File: src/rtl/wall_drawer.sv
// Moving-wall sprite engine: erases the wall, steps it one column left, then redraws it with a gap.
// Optional macro WALL_RANDOM_GAP_EN selects LFSR-driven gap heights instead of the fixed sequence.
module wall_drawer #(
    parameter int          SCREEN_W    = 160,
    parameter int          SCREEN_H    = 120,
    parameter int          WALL_W      = 4,
    parameter int          GAP_H       = 40,
    parameter logic [2:0]  WALL_COLOUR = 3'b010
) (
    input  logic       clk,
    input  logic       resetn,
    input  logic       start,
    input  logic       touched,
    output logic [7:0] x,
    output logic [6:0] y,
    output logic [2:0] colour,
    output logic       plot,
    output logic       done,
    output logic [7:0] wall_x,
    output logic [6:0] gap_y
);
    localparam logic [2:0] S_IDLE  = 3'd0;
    localparam logic [2:0] S_ERASE = 3'd1;
    localparam logic [2:0] S_MOVE  = 3'd2;
    localparam logic [2:0] S_DRAW  = 3'd3;
    localparam logic [2:0] S_DONE  = 3'd4;
    localparam int         CW      = (WALL_W > 1) ? $clog2(WALL_W) : 1;

    logic [2:0]    state_q, state_d;
    logic [6:0]    row_q, row_d;
    logic [CW-1:0] col_q, col_d;
    logic [7:0]    wall_x_q, wall_x_d;
    logic [6:0]    gap_y_q, gap_y_d;
    logic [6:0]    next_gap_s;
    logic          last_col_s;
    logic          last_pixel_s;
    logic          scanning_s;
    logic          in_gap_s;

    assign last_col_s   = (col_q == CW'(WALL_W - 1));
    assign last_pixel_s = last_col_s && (row_q == 7'(SCREEN_H - 1));

`ifdef WALL_RANDOM_GAP_EN
    logic [6:0] lfsr_q, lfsr_d;

    // Free-running x^7+x^6+1 LFSR; gap sits 8 rows below the top plus its low six bits.
    always_comb begin
        lfsr_d     = {lfsr_q[5:0], lfsr_q[6] ^ lfsr_q[5]};
        next_gap_s = 7'd8 + {1'b0, lfsr_q[5:0]};
    end

    // LFSR register.
    always_ff @(posedge clk) begin
        if (!resetn) begin
            lfsr_q <= 7'h5A;
        end else begin
            lfsr_q <= lfsr_d;
        end
    end
`else
    logic [1:0] gap_idx_q, gap_idx_d;

    // Fixed gap sequence 16, 64, 28, 40; index advances only when a new gap is consumed.
    always_comb begin
        case (gap_idx_q)
            2'd0:    next_gap_s = 7'd16;
            2'd1:    next_gap_s = 7'd64;
            2'd2:    next_gap_s = 7'd28;
            default: next_gap_s = 7'd40;
        endcase
        if (state_q == S_MOVE && wall_x_q == 8'd0) begin
            gap_idx_d = gap_idx_q + 2'd1;
        end else begin
            gap_idx_d = gap_idx_q;
        end
    end

    // Gap sequence index register.
    always_ff @(posedge clk) begin
        if (!resetn) begin
            gap_idx_q <= 2'd0;
        end else begin
            gap_idx_q <= gap_idx_d;
        end
    end
`endif

    // Sequencer: scan counters walk row-major over the wall footprint in ERASE and DRAW.
    always_comb begin
        state_d  = state_q;
        row_d    = row_q;
        col_d    = col_q;
        wall_x_d = wall_x_q;
        gap_y_d  = gap_y_q;
        case (state_q)
            S_IDLE: begin
                row_d = 7'd0;
                col_d = '0;
                if (start) begin
                    state_d = touched ? S_DONE : S_ERASE;
                end else begin
                    state_d = S_IDLE;
                end
            end
            S_ERASE, S_DRAW: begin
                if (last_pixel_s) begin
                    row_d   = 7'd0;
                    col_d   = '0;
                    state_d = (state_q == S_ERASE) ? S_MOVE : S_DONE;
                end else if (last_col_s) begin
                    row_d = row_q + 7'd1;
                    col_d = '0;
                end else begin
                    col_d = col_q + CW'(1);
                end
            end
            S_MOVE: begin
                state_d = S_DRAW;
                if (wall_x_q == 8'd0) begin
                    wall_x_d = 8'(SCREEN_W - WALL_W);
                    gap_y_d  = next_gap_s;
                end else begin
                    wall_x_d = wall_x_q - 8'd1;
                end
            end
            S_DONE: begin
                state_d = S_IDLE;
            end
            default: begin
                state_d = S_IDLE;
            end
        endcase
    end

    // State and datapath registers.
    always_ff @(posedge clk) begin
        if (!resetn) begin
            state_q  <= S_IDLE;
            row_q    <= 7'd0;
            col_q    <= '0;
            wall_x_q <= 8'(SCREEN_W - WALL_W);
            gap_y_q  <= 7'd40;
        end else begin
            state_q  <= state_d;
            row_q    <= row_d;
            col_q    <= col_d;
            wall_x_q <= wall_x_d;
            gap_y_q  <= gap_y_d;
        end
    end

    // Pixel outputs decode straight from state/counters so the VGA write lands in the scan cycle;
    // gating with resetn keeps them quiet for the whole reset window.
    always_comb begin
        scanning_s = (state_q == S_ERASE) || (state_q == S_DRAW);
        in_gap_s   = ({1'b0, row_q} >= {1'b0, gap_y_q}) &&
                     ({1'b0, row_q} <= ({1'b0, gap_y_q} + 8'(GAP_H - 1)));
        if (resetn && scanning_s) begin
            plot = 1'b1;
            x    = wall_x_q + 8'(col_q);
            y    = row_q;
            if (state_q == S_DRAW && !in_gap_s) begin
                colour = WALL_COLOUR;
            end else begin
                colour = 3'b000;
            end
        end else begin
            plot   = 1'b0;
            x      = 8'd0;
            y      = 7'd0;
            colour = 3'b000;
        end
        done = resetn && (state_q == S_DONE);
    end

    assign wall_x = wall_x_q;
    assign gap_y  = gap_y_q;
endmodule
File: config.mk
export PLATFORM = sky130hd
export DESIGN_NAME = wall_drawer
export DESIGN_NICKNAME = d
export VERILOG_FILES = /design/src/rtl/wall_drawer.sv
export SDC_FILE = /design/constraint.sdc
export NUM_CORES = 1
export LEC_CHECK = 0
export BUFFER_PORTS_ARGS = -buffer_cell sky130_fd_sc_hd__buf_2
export CAP_MARGIN = 0
export CORE_UTILIZATION = 51
export CTS_BUF_LIST = sky130_fd_sc_hd__clkbuf_4 sky130_fd_sc_hd__clkbuf_8
export CTS_CLUSTER_DIAMETER = 200
export CTS_CLUSTER_SIZE = 8
export DETAILED_ROUTE_END_ITERATION = 16
export GPL_TIMING_DRIVEN = 0
export PLACE_DENSITY = 0.76
export SETUP_SLACK_MARGIN = 0.4
export SLEW_MARGIN = 10
export SYNTH_ARGS = -nofsm -noshare
export SYNTH_HDL_FRONTEND = slang
export SYNTH_SLANG_ARGS = --single-unit
File: constraint.sdc
create_clock -name clk -period 2 [get_ports clk]
set_clock_uncertainty 0.2 [all_clocks]
set_input_delay 0.3 -clock clk [delete_from_list [all_inputs] [get_ports clk]]
set_output_delay 0.3 -clock clk [all_outputs]
set_load 0.05 [all_outputs]
==> results of run 1 <==
==> state kept, by name, indices dropped and copies added (netlist names) <==
name	flops
gap_y	5
wall_x	8
row_q	7
col_q	2
state_q	3
gap_idx_q	2
==> power by group <==
group	total (W)	internal (W)	leakage [nW]	switching [W]
Clock	0.000332	0.000142	0.0217	0.000190
Sequential	0.000537	0.000530	0.225	0.00000646
Combinational	0.000261	0.000117	1.10	0.000144
Total	0.00113	0.000789	1.35	0.000341
==> layout make-up <==
class	count	area (µm²)
tap	46	57.6
sequential	27	588
fill	97	184
multi-input combinational	175	1740
timing repair buffer	66	678
clock buffer	3	41.3
clock inverter	1	7.51
inverter	16	67.6
buffer	12	105
==> worst paths after layout <==
path,startpoint,end,slack [ns],cells past startpoint
hold reg to reg,col_q[1],col_q[1],0.35,2
setup / recovery,gap_y[3],colour[1],-0.73,9
hold / removal,resetn,col_q[1],0.23,2
setup reg to reg,state_q[0],row_q[4],0.04,11
==> layout by cell type, fill, tap and decap left out, types with 6 or more instances in the layout <==
cell type / netlist / layout
nand2_1: 17 / 11
buf_2: 2 / 14
ha_4: 0 / 6
a21oi_1: 10 / 7
buf_6: 2 / 31
inv_1: 15 / 13
and2_4: 0 / 8
ha_1: 22 / 15
buf_8: 0 / 11
dfxtp_4: 0 / 11
nor2_4: 0 / 10
buf_4: 6 / 17
nor2_1: 22 / 10
nand3_2: 0 / 7
nand4b_1: 6 / 6
dfxtp_1: 27 / 11
xnor2_1: 12 / 7
==> worst max-delay path, stage by stage, from the launching register on <==
cell and delay (ns):
dfxtp_4 0.37, ha_4 0.18, a21oi_4 0.17, xnor2_2 0.10
ha_1 0.34, nand3_2 0.10, o311a_1 0.32, o221ai_2 0.08
o41ai_4 0.12, buf_6 0.17
==> Yosys cell counts, drive strengths merged (2+ instances only) <==
library cell,count,share of area [%]
nor2,22,4.3
nand3,11,2.9
ha,22,14
a211oi,4,1.6
o21ai,6,1.6
nand2,18,3.6
dfxtp,27,28
o311a,2,1.0
mux2i,4,2.1
a21o,2,1.2
and3,2,0.65
a21oi,11,3.1
nor3,3,0.78
or3,3,0.98
buf,10,4.0
and2,9,2.9
nand2b,2,0.65
a21boi,3,1.2
xor2,9,4.1
nand4b,6,2.7
clkbuf,2,0.39
inv,16,3.1
xnor2,12,5.5
nor2b,6,2.0
==> stage by stage <==
stage	area [µm²]	cells	hold slack [ns]	power, W	setup slack, ns
floorplan	2200	230	0.229	0.000664	-0.254
global placement	2430	310	0.296	0.000690	-0.356
detailed placement	2430	310	0.315	0.000691	-0.404
CTS	2990	335	0.175	0.00107	-0.616
global route	3280	346	0.221	0.00117	-0.795
finish	3280	346	0.229	0.00113	-0.733
==> kinds of logic after synthesis <==
group | count (synthesis)
adders and majority gates | 23
xor gates and xnor gates | 21
AOI/OAI and AO/OA | 33
buffers and inverters | 28
DFF | 27
and+or+nand+nor | 90
muxes | 4
other | 1
==> metal layers <==
| layer | share of wire, % | vias to the layer above |
|---|---|---|
| li1 | - | 914 |
| met1 | 38 | 1009 |
| met2 | 51 | 135 |
| met3 | 6.5 | 37 |
| met4 | 4.2 | 0 |
| met5 | 0 | - |
==> what timing repair did <==
item	CTS	global route
setup buffers	19	11
endpoints found under the setup margin	40	46
gates cloned	2	0
pin swaps	18	23
gates resized for setup	92	51
==> flow_summary.json, run 1 <==
{
  "cap_violations": 0,
  "antenna_found_initial": 0,
  "violations": "setup timing",
  "numCtsBuffers": 3,
  "dp_hpwl_um": 3170,
  "vias": 2095,
  "grt_pass1_wl_um": 9920,
  "gp_congestion": 0.803,
  "cts-hold-fix-buffers": 0,
  "slew_viol_final": 0,
  "leakagePower_nw": 1.35,
  "synth_seq_cells": 27,
  "synth_fa_ha_area_share_pct": 15.4,
  "track_usage_pct": 31.7,
  "root_buffer": "clkbuf_8",
  "drt_iter0_markers": 167,
  "rsz0062_at_grt": "yes",
  "start_util_pct": 55.4,
  "crit_arrival_ns": 2.23,
  "synth_top_family_by_area": "simple AND/OR/NAND/NOR gates",
  "portBuffers": 34,
  "hold_viol_final": 0,
  "syn_to_final_growth_pct": 70.8,
  "critical_path_peak_fanout": 2,
  "num-nets-final": 328,
  "fp.dieW_um": 63.4,
  "grtUsageMet3_pct": 6.16,
  "synthFlopType": "dfxtp_1",
  "path_clk_slew_ns": 0.10,
  "avgSynthCellArea_um2": 8.47,
  "syn_inst": 227,
  "routed_via_density": 6.05,
  "antennaDiodeCount": 0,
  "clock.fmax_mhz": 366,
  "critPathCaptureType": "output port",
  "setup_viol": 12,
  "run_status": "complete, but fails checks",
  "p_per_area_nw_per_um2": 344,
  "clockBufferDepth": 2,
  "hold_path_class": "in -> reg",
  "synth_edf_count": 0,
  "wl_per_cell_um": 23.5,
  "clock-sinks": 27,
  "grt_pass1_vias": 1910,
  "core_area_um2": 3470,
  "period_share_pct": 137,
  "dieHeight_um": 63.4,
  "use_met1_pct": 39.0,
  "synth.area.mux_share_pct": 2.08,
  "grt-busiest-layer": "met2",
  "cts_tree": "yes",
  "postLayoutCoreUtil_pct": 94.7,
  "drive_gt1_share_pct": 59.3,
  "ir_worst_vdd_uv": 396,
  "syn_area_um2": 1920,
  "gr-total-overflow": 0,
  "crit_type": "reg -> out",
  "grt_max_degree": 17,
  "startpoint_type": "register",
  "yosysWarnings": 0,
  "synth-simple-area-share_pct": 25.6,
  "clkLatencyLatePin_ns": 0.28,
  "period_minus_slack_ns": 2.73,
  "io_pins": 39,
  "drc": 0,
  "synth_xor_area_share_pct": 9.56,
  "setup_slack_ns": -0.733,
  "ys_seq_area_share_pct": 28.1,
  "die_area_um2": 4020,
  "ys_async_sr_fraction_pct": 0,
  "wirelength_um": 8130,
  "synth.distinct_cells": 47,
  "rows": 21,
  "drt_first_pass_iters": 4,
  "tns_ns": -2.34,
  "grt.met2_usage_pct": 54.5,
  "detail-route-antenna-nets": 0,
  "required_ns": 1.50,
  "htree_levels": 1,
  "synth_compound_area_share_pct": 11.5
}
Power figures use the tool's default switching activity.
==> run 2, diff against run 1 <==
==> constraint.sdc (replaced) <==
create_clock -name clk -period 2 [get_ports clk]
set_clock_uncertainty 0.2 [all_clocks]
set_input_delay 0.4 -clock clk [delete_from_list [all_inputs] [get_ports clk]]
set_output_delay 0.4 -clock clk [all_outputs]
set_load 0.05 [all_outputs]
==> run 2 against run 1 <==
The flow still finishes with violations (setup timing). Critical path depth did not move. Combinational power fell by 3%. Flip-flop and latch count did not move. Routed wire length fell by 6.0%. Register-to-register slack got worse by 0.06 ns. Critical endpoint unchanged. Largest cell class unchanged. Largest power group unchanged.
==> flow_summary.json, run 2 (synthesis gave the netlist of run 1 again) <==
{
  "run_status": "complete, but fails checks",
  "violations": "setup timing",
  "dpl.cell_count": 310,
  "max_slew_margin_pct": 62.5,
  "r2r-end": "row_q[6]",
  "mostFrequentLayoutCells": "34 x buf_6, 22 x buf_4, 16 x ha_1, 14 x inv_1",
  "hold_viol_final": 0,
  "setup_viol": 18,
  "cts_tree": "yes",
  "leakagePower_nw": 1.36,
  "critical_path_peak_fanout": 2,
  "root_buffer": "clkbuf_8",
  "path_clk_slew_ns": 0.10,
  "htree_levels": 1,
  "die_area_um2": 4020,
  "setup_slack_ns": -0.757,
  "fillers": 92,
  "hp-start": "resetn",
  "p_int_w": 0.000783,
  "period_minus_slack_ns": 2.76,
  "final_common_cell": "buf_6",
  "seqCellArea_um2": 593,
  "cp_top_family": "compound AO/OA/AOI/OAI gates",
  "power_w": 0.00113,
  "drt_iter0_markers": 197,
  "vias": 2083,
  "dpl_cell_area_um2": 2430,
  "cp_slowest_cell": "dfxtp_4",
  "numCtsBuffers": 3,
  "num-nets-final": 327,
  "slew_viol_final": 0,
  "fp.dieW_um": 63.4,
  "largest_reg_flops": 8,
  "rrSetupSlack_ns": -0.02,
  "gr-total-overflow": 0,
  "r2r-start": "state_q[0]",
  "wirelength_um": 7640,
  "core_area_um2": 3470,
  "drc": 0,
  "antennaDiodeCount": 0,
  "clockBufferDepth": 2,
  "portBuffers": 34,
  "io_pins": 39,
  "hold-path-endpoint": "wall_x[6]",
  "startpoint_type": "register",
  "syn_to_final_growth_pct": 71.4,
  "pwr-share-comb_pct": 22.4,
  "crit_type": "reg -> out",
  "fin_cells": 345,
  "p_switching_w": 0.000344,
  "multiInputGateArea_um2": 1730,
  "antenna_found_initial": 0,
  "detail-route-antenna-nets": 0,
  "crit_buf_inv": 1,
  "rsz0062_at_grt": "yes",
  "reg2regPathDepth": 10,
  "period_share_pct": 138,
  "routed_via_density": 6.04,
  "hold_depth": 3,
  "crit_arrival_ns": 2.16,
  "clock.fmax_mhz": 363,
  "p_per_area_nw_per_um2": 342,
  "track_usage_pct": 31.1,
  "sw_frac_of_total_pct": 30.5,
  "grt_pass1_vias": 1939,
  "dieHeight_um": 63.4,
  "whs_ns": 0.302,
  "critPathCaptureType": "output port",
  "cap_violations": 0,
  "clock-sinks": 27,
  "grt_pass1_wl_um": 9720,
  "required_ns": 1.40,
  "clockPowerShare_pct": 30.1,
  "path_cells": "ha_4 > a21oi_4 > xnor2_1 > ha_1 > nand3_2 > o311a_1 > o221ai_2 > o41ai_4 > buf_6",
  "hold_path_class": "in -> reg",
  "drive_gt1_share_pct": 59.9,
  "ir_worst_vdd_uv": 364,
  "worst_pin_slew_ns": 0.563,
  "drt_first_pass_iters": 4,
  "clkLatencyLatePin_ns": 0.29,
  "max_stage_delay_ns": 0.37,
  "start_util_pct": 55.4,
  "grt_max_degree": 17,
  "pwr-share-seq_pct": 47.5,
  "dp_hpwl_um": 3170,
  "wl_per_cell_um": 22.1,
  "finalInstanceArea_um2": 3300,
  "gp_congestion": 0.803,
  "rows": 21
}
run 2: cell type report:
cell class / instances / area share (%)
repair buffers: 65 / 21.0
flip-flops and latches: 27 / 18.0
clock buffers: 3 / 1.25
plain buffers: 12 / 3.19
multi-input cells: 175 / 52.5
well taps: 46 / 1.75
inverters: 16 / 2.05
clock inverters: 1 / 0.228
run 2: through the flow:
step | setup WS (ns) | TNS, ns | util (%)
finish | -0.757 | -3.94 | 95.0
global route | -0.825 | -4.77 | 95.0
CTS | -0.716 | -2.87 | 87.3
detailed placement | -0.504 | -0.700 | 70.1
global placement | -0.456 | -0.597 | 70.1
floorplan | -0.354 | -0.770 | -
run 2: per-layer routing:
metal	track usage (%)	wire length, µm	vias to the layer above	part of all wire, %
met5	0	0	-	0
li1	-	-	908	-
met2	54.9	3930	114	51
met4	8.81	199	0	2.6
met1	37.8	2970	1039	39
met3	5.98	547	22	7.2
run 2: repair_timing:
action,CTS,global route
endpoints found under the setup margin,42,52
gates cloned,2,0
pin swaps,19,28
hold buffers,0,0
setup buffers,20,9
resized for setup,100,55
run 2: worst min-delay path: stages:
cell and delay, ns:
buf_2 0.19, nand2_4 0.13, nor2_2 0.04
run 2: how the worst max path moves through the flow:
stage | start | endpoint | slack [ns] | depth (start not counted)
finish | gap_y[3] | colour[1] | -0.76 | 9
global route | gap_y[3] | colour[1] | -0.83 | 9
CTS | gap_y[3] | colour[1] | -0.72 | 9
detailed placement | gap_y[2] | colour[1] | -0.50 | 9
global placement | gap_y[2] | colour[1] | -0.46 | 9
floorplan | gap_y[2] | colour[1] | -0.35 | 8
run 2: power by group through the flow:
stage / combinational (W) / sequential [W] / clock (W)
2_1_floorplan: 0.000112 / 0.000552 / 0
3_3_place_gp: 0.000137 / 0.000553 / 0
3_5_place_dp: 0.000138 / 0.000553 / 0
4_1_cts: 0.000198 / 0.000536 / 0.000331
5_1_grt: 0.000261 / 0.000536 / 0.000373
6_report: 0.000252 / 0.000535 / 0.000340
